$ cat config.mk
export PLATFORM = sky130hd
export DESIGN_NAME = complex_result_acc
export DESIGN_NICKNAME = d
export VERILOG_FILES = /design/src/rtl/complex_result_acc.sv
export SDC_FILE = /design/constraint.sdc
export NUM_CORES = 1
export LEC_CHECK = 0
export BUFFER_PORTS_ARGS = -buffer_cell sky130_fd_sc_hd__buf_2
export CAP_MARGIN = 10
export CORE_AREA = 2 2 127 129
export CTS_CLUSTER_DIAMETER = 100
export DETAILED_ROUTE_END_ITERATION = 10
export DIE_AREA = 0 0 129 131
export PLACE_DENSITY = 0.63
export SLEW_MARGIN = 30
export SYNTH_ARGS = -nofsm -noshare
export SYNTH_HDL_FRONTEND = slang
export SYNTH_SLANG_ARGS = --single-unit
$ cat constraint.sdc
create_clock -name clk -period 5.9 [get_ports clk]
set_input_delay 0.885 -clock clk [delete_from_list [all_inputs] [get_ports clk]]
set_output_delay 0.885 -clock clk [all_outputs]
set_load 0.01 [all_outputs]
$ cat src/rtl/complex_result_acc.sv
// Complex dot-product accumulator on the multiplier result stream.
// Sums ACC_LEN products (or fewer on flush) and hands the sum downstream.
module complex_result_acc #(
  parameter  int DATA_WIDTH = 8,
  parameter  int ACC_LEN    = 4,
  parameter  int GUARD_BITS = 2,
  localparam int PW         = 2*DATA_WIDTH,
  localparam int ACC_WIDTH  = PW+GUARD_BITS,
  localparam int CNT_W      = $clog2(ACC_LEN+1)
) (
  input  logic                 clk,
  input  logic                 rstn,
  input  logic                 sw_rst,
  input  logic                 res_val,
  output logic                 res_ready,
  input  logic [PW-1:0]        result_re,
  input  logic [PW-1:0]        result_im,
  input  logic                 flush,
  output logic                 acc_val,
  input  logic                 acc_ready,
  output logic [ACC_WIDTH-1:0] acc_re,
  output logic [ACC_WIDTH-1:0] acc_im,
  output logic [CNT_W-1:0]     acc_cnt
);

  typedef enum logic {
    ACCUM = 1'b0,
    HOLD  = 1'b1
  } state_t;

  state_t               state;
  logic [ACC_WIDTH-1:0] sum_re;
  logic [ACC_WIDTH-1:0] sum_im;
  logic [CNT_W-1:0]     count;

  logic                 accept;
  logic                 last;
  logic                 close;
  logic [ACC_WIDTH-1:0] ext_re;
  logic [ACC_WIDTH-1:0] ext_im;
  logic [ACC_WIDTH-1:0] nsum_re;
  logic [ACC_WIDTH-1:0] nsum_im;
  logic [CNT_W-1:0]     ncnt;

  assign res_ready = (state == ACCUM);
  assign acc_val   = (state == HOLD);

  always_comb begin
    accept  = res_val & res_ready;
    ext_re  = {{GUARD_BITS{result_re[PW-1]}}, result_re};
    ext_im  = {{GUARD_BITS{result_im[PW-1]}}, result_im};
    nsum_re = sum_re;
    nsum_im = sum_im;
    ncnt    = count;
    if (accept) begin
      nsum_re = sum_re + ext_re;
      nsum_im = sum_im + ext_im;
      ncnt    = count + CNT_W'(1);
    end
    last  = (count == CNT_W'(ACC_LEN-1));
    // A beat landing in the flush cycle still counts toward the sum
    close = (accept & last) |
            (flush & ((count != '0) | accept));
  end

  always_ff @(posedge clk or negedge rstn) begin
    if (!rstn) begin
      state   <= ACCUM;
      sum_re  <= '0;
      sum_im  <= '0;
      count   <= '0;
      acc_re  <= '0;
      acc_im  <= '0;
      acc_cnt <= '0;
    end else if (sw_rst) begin
      state   <= ACCUM;
      sum_re  <= '0;
      sum_im  <= '0;
      count   <= '0;
      acc_re  <= '0;
      acc_im  <= '0;
      acc_cnt <= '0;
    end else begin
      unique case (state)
        ACCUM: begin
          if (close) begin
            state   <= HOLD;
            acc_re  <= nsum_re;
            acc_im  <= nsum_im;
            acc_cnt <= ncnt;
            sum_re  <= '0;
            sum_im  <= '0;
            count   <= '0;
          end else begin
            sum_re <= nsum_re;
            sum_im <= nsum_im;
            count  <= ncnt;
          end
        end
        HOLD: begin
          if (acc_ready) state <= ACCUM;
        end
      endcase
    end
  end

endmodule

Yosys cells after proc, flatten, opt, wreduce, memory -nomap -nowiden
Cells that the tools add are included.
{"block": "classes", "addsub": 3, "n_mul": 0, "div": 0, "n_lt_le_gt_ge": 0, "eq_ne": 2, "shift": 0, "n_mux": 25, "n_bitwise": 6, "reduce_logical": 3}
{"cell": "2-to-1 mux 18 bit", "n": 14}
{"cell": "adder 18 bit", "n": 2}
{"cell": "2-to-1 mux 3 bit", "n": 7}
{"cell": "adder 3 x 1 -> 3 bit, second input constant", "n": 1}
{"cell": "AND 1 bit", "n": 3}
{"cell": "== test 3 x 2 -> 1 bit, second input constant", "n": 1}
{"cell": "2-to-1 mux 1 bit", "n": 3}
{"cell": "nonzero test 3 bit", "n": 1}
{"cell": "inequality test 2 bit, second input constant", "n": 1}
{"cell": "OR 1 bit", "n": 2}
{"cell": "one-hot mux 1 bit (2 select lines)", "n": 1}
{"cell": "AND reduction 2 bit", "n": 1}
{"cell": "nonzero test 2 bit", "n": 1}
{"cell": "inverter 1 bit", "n": 1}
{"block": "word_totals", "ff_bits": 79, "latchBits": 0, "ram_bits": 0, "rom_bits": 0, "memories": 0}

Longest topological paths before layout
{"block": "logic_depth", "ltp_word": 8, "mapped_depth": 11}

Worst setup path after synthesis
No wires, ideal clock.
{"block": "synth_path", "path_kind": "input -> register", "start": "in result_re[0]", "end": "reg acc_re[10]", "setup_ns": 0.094, "arrival_time_ns": 2.948, "t_required_ns": 5.806, "path_slack_ns": 2.858, "stages": 11, "n_path_buf": 0, "path_cell_list": "ha_1 inv_1 fa_1 and2b_1 o31a_2 o21a_1 or2_1 a31oi_2 mux2i_1 o21ai_0 a211oi_1"}
{"block": "synth_via", "elab_chain_cells": 5}
{"item": "from (decl)", "line_no": "16", "rtl": "input logic [PW-1:0] result_re,"}
{"item": "adder 18 bit", "line_no": "56", "rtl": "nsum_re = sum_re + ext_re;"}
{"item": "2-to-1 mux 18 bit", "line_no": "55", "rtl": "if (accept) begin"}
{"item": "2-to-1 mux 18 bit", "line_no": "86", "rtl": "if (close) begin"}
{"item": "2-to-1 mux 18 bit", "line_no": "84", "rtl": "unique case (state)"}
{"item": "2-to-1 mux 18 bit", "line_no": "75", "rtl": "end else if (sw_rst) begin"}
{"item": "to (signal assigned)", "line_no": "88", "rtl": "acc_re <= nsum_re;"}
{"item": "to (decl)", "line_no": "21", "rtl": "output logic [ACC_WIDTH-1:0] acc_re,"}
No other way between the ends. The select of a mux whose other input is x is not followed.
A chain may end at the register's enable or synchronous reset.

Final worst setup path
Ends and elaborated chain as after synthesis.

==> flow_summary.ini <==
[outcome]
status = completed

[synthesis]
synth-edff-count = 0
ys_ff_latch = 79
netlist_area_sq_mm = 0.00533
synth_ff_type = dfrtp_1
postSynthCellCount = 615
ys_types = 69
synth_common_cells = 79 x dfrtp_1, 76 x nand2_1, 68 x nor2_1
avgSynthCellArea_sq_um = 8.66
yosys.area.top_type_share_pct = 37.1
synth.largest_area_cell = dfrtp_1
async_flop_share_pct = 100
yosysWarnings = 0
syn_nets = 692
yosysMostFrequentCell = dfrtp_1
ys_top_cells_by_area = dfrtp_1 37%, ha_1 8.7%, nand2_1 5.4%, a21oi_1 5.1%, nor2_1 4.8%
yosysSeqAreaShare_pct = 37.1

[clock_tree]
cts_buffer_depth = 2
clock_sinks = 79
cts_setup_buffers = 0
cts_buffers = 9
h-tree-depth = 3
clockRootBuffer = clkbuf_16
clock_latency_ns = 0.35
cts_hold_buffers = 0
cts_resized = 0
clkTransAtPathRegs_ns = 0.06
cts_tree = done

[sta]
finalHoldViolCount = 0
finalSetupTns_ns = 0
fin_ws_ns = 2.87
slew_viol_final = 0
worst_slew_pin_slew_ns = 0.788
period_needed_ns = 3.03
rsz0062_at_grt = false
period_share_pct = 51.4
hold_slack_ns = 0.472
clock.fmax_ghz = 0.330
setup-violations-final = 0
skew_ns = 0.00754
slew_headroom_pct = 47.2

[drt]
via_per_inst = 5.34
routed_wl_microns = 15000
drc = 0
dr.pass1.iters = 5
drt_iter0_markers = 291
avgRoutedWirePerCell_microns = 16.8
dr_total_vias = 4789
ant_nets = 0

[finish]
layoutNonFillerInstCount = 897
diodes = 0
post-route-util_pct = 39.7
syn2layout_area_growth_pct = 16.3
layout.nets = 753
fin_area_sq_mm = 0.00620
drive_above_1_share_pct = 17.6

[setup_path]
path_max_fanout = 3
critical_path_required_ns = 6.15
critical_path_arrival_ns = 3.29
critPathKind = primary input to flop
r2r_cells = 11
startpoint_type = primary input
end_kind = flop

[global_route]
grt_pass1_vias = 4877
antenna_found_initial = 0
grt_util_all_layers_pct = 19.1
grt_max_degree = 80
grt_pass1_wl_microns = 25000
gr-total-overflow = 0

[hold_path]
hold_path_depth = 2
worstHoldPathType = flop to flop

[power]
p_leak_nw = 2.90
totalPowerFinal_mw = 1.66
peakVddDrop_uv = 130
powerDensity_mw_per_mm2 = 268

[placement]
dp_slack_ns = 2.53
place_area_sq_mm = 0.00587
place_inst = 881
hpwl_microns = 10300
gp_congestion = 0.831
port_buffers = 78

[die]
start_util_pct = 34.2
io_pins = 79
fp.dieW_microns = 129
die_area_sq_mm = 0.0169
core_area_sq_mm = 0.0156
rows = 46
dieHeight_microns = 131

[job]
drv_cap = 0
## cell usage in the layout (no fill, tap or decap), drive strengths merged, types with 3 or more instances in the layout
cell,netlist,routed
buf,5,83
dfrtp,79,79
nand2,77,77
nor2,69,69
a21oi,56,56
o21ai,45,45
ha,37,37
a211oi,24,24
inv,16,16
a22o,14,14
xnor2,14,14
clkbuf,28,13
a21o,12,12
nand3,11,11
nor3,10,10
xor2,9,9
o211ai,9,9
a22oi,7,7
o31ai,7,7
a311oi,7,7
nand2b,6,6
o21a,6,6
a31oi,6,6
nor2b,6,6
or3,5,5
and3,4,4
nand4,4,4
and4,3,3
mux2i,3,3
o21bai,3,3
or2,3,3
## critical path, cell delays in order
cell and delay, ns:
buf_2 0.11, ha_1 0.24, inv_1 0.08, fa_1 0.18, and2b_1 0.20, o31a_2 0.30
o21a_1 0.19, or2_1 0.25, a31oi_2 0.27, mux2i_1 0.24, o21ai_0 0.11, a211oi_1 0.24
## path summary, 6_finish.rpt
| path | from | end | slack (ns) |
|---|---|---|---|
| max | result_re[0] | acc_re[10]$_DFFE_PN0P_ | 2.87 |
| min | acc_im[5]$_DFFE_PN0P_ | acc_im[5]$_DFFE_PN0P_ | 0.47 |
| max reg2reg | sum_re[0]$_DFFE_PN0P_ | acc_re[16]$_DFFE_PN0P_ | 3.07 |
| min reg2reg | acc_im[5]$_DFFE_PN0P_ | acc_im[5]$_DFFE_PN0P_ | 0.47 |
| max in group asynchronous | rstn | acc_cnt[2]$_DFFE_PN0P_ | 4.80 |
| min in group asynchronous | rstn | sum_re[8]$_DFFE_PN0P_ | 0.58 |
## cell type report
type,instances,area [sq um]
timing repair buffer,83,434
multi-input combinational,486,3130
inverter,17,63.8
fill,1640,9400
sequential,79,1980
clock buffer,13,260
clock inverter,3,65.1
tap,216,270
## where the power goes
group / switching [mW] / total, mW / internal (mW)
clock network: 0.233 / 0.626 / 0.393
registers: 0.0335 / 0.617 / 0.584
logic: 0.260 / 0.421 / 0.161
## per-layer routing
metal / share of wire, % / global-route usage [%] / vias up
li1: - / - / 2354
met1: 47 / 25.0 / 2305
met2: 46 / 32.0 / 115
met3: 5.6 / 4.60 / 15
met4: 1.1 / 4.60 / 0
met5: 0 / 0 / -
## logic make-up (layout without fill, tap and decap cells)
kind of cell,after synthesis,in the layout,share of synthesized area (%)
xor+xnor,23,23,3.78
simple gates,208,208,17.6
mux,5,5,0.986
compound gates,211,211,26.6
flops,79,79,37.1
fa+ha+maj,39,39,9.44
buf+inv,50,116,4.44
## state kept, by name, indices dropped and copies added, names as in the netlist
| name | flops |
|---|---|
| sum_im | 18 |
| acc_im | 18 |
| sum_re | 18 |
| acc_cnt | 3 |
| acc_val | 1 |
| count | 3 |
| acc_re | 18 |
Note: power is estimated with default switching activity, not from simulation.
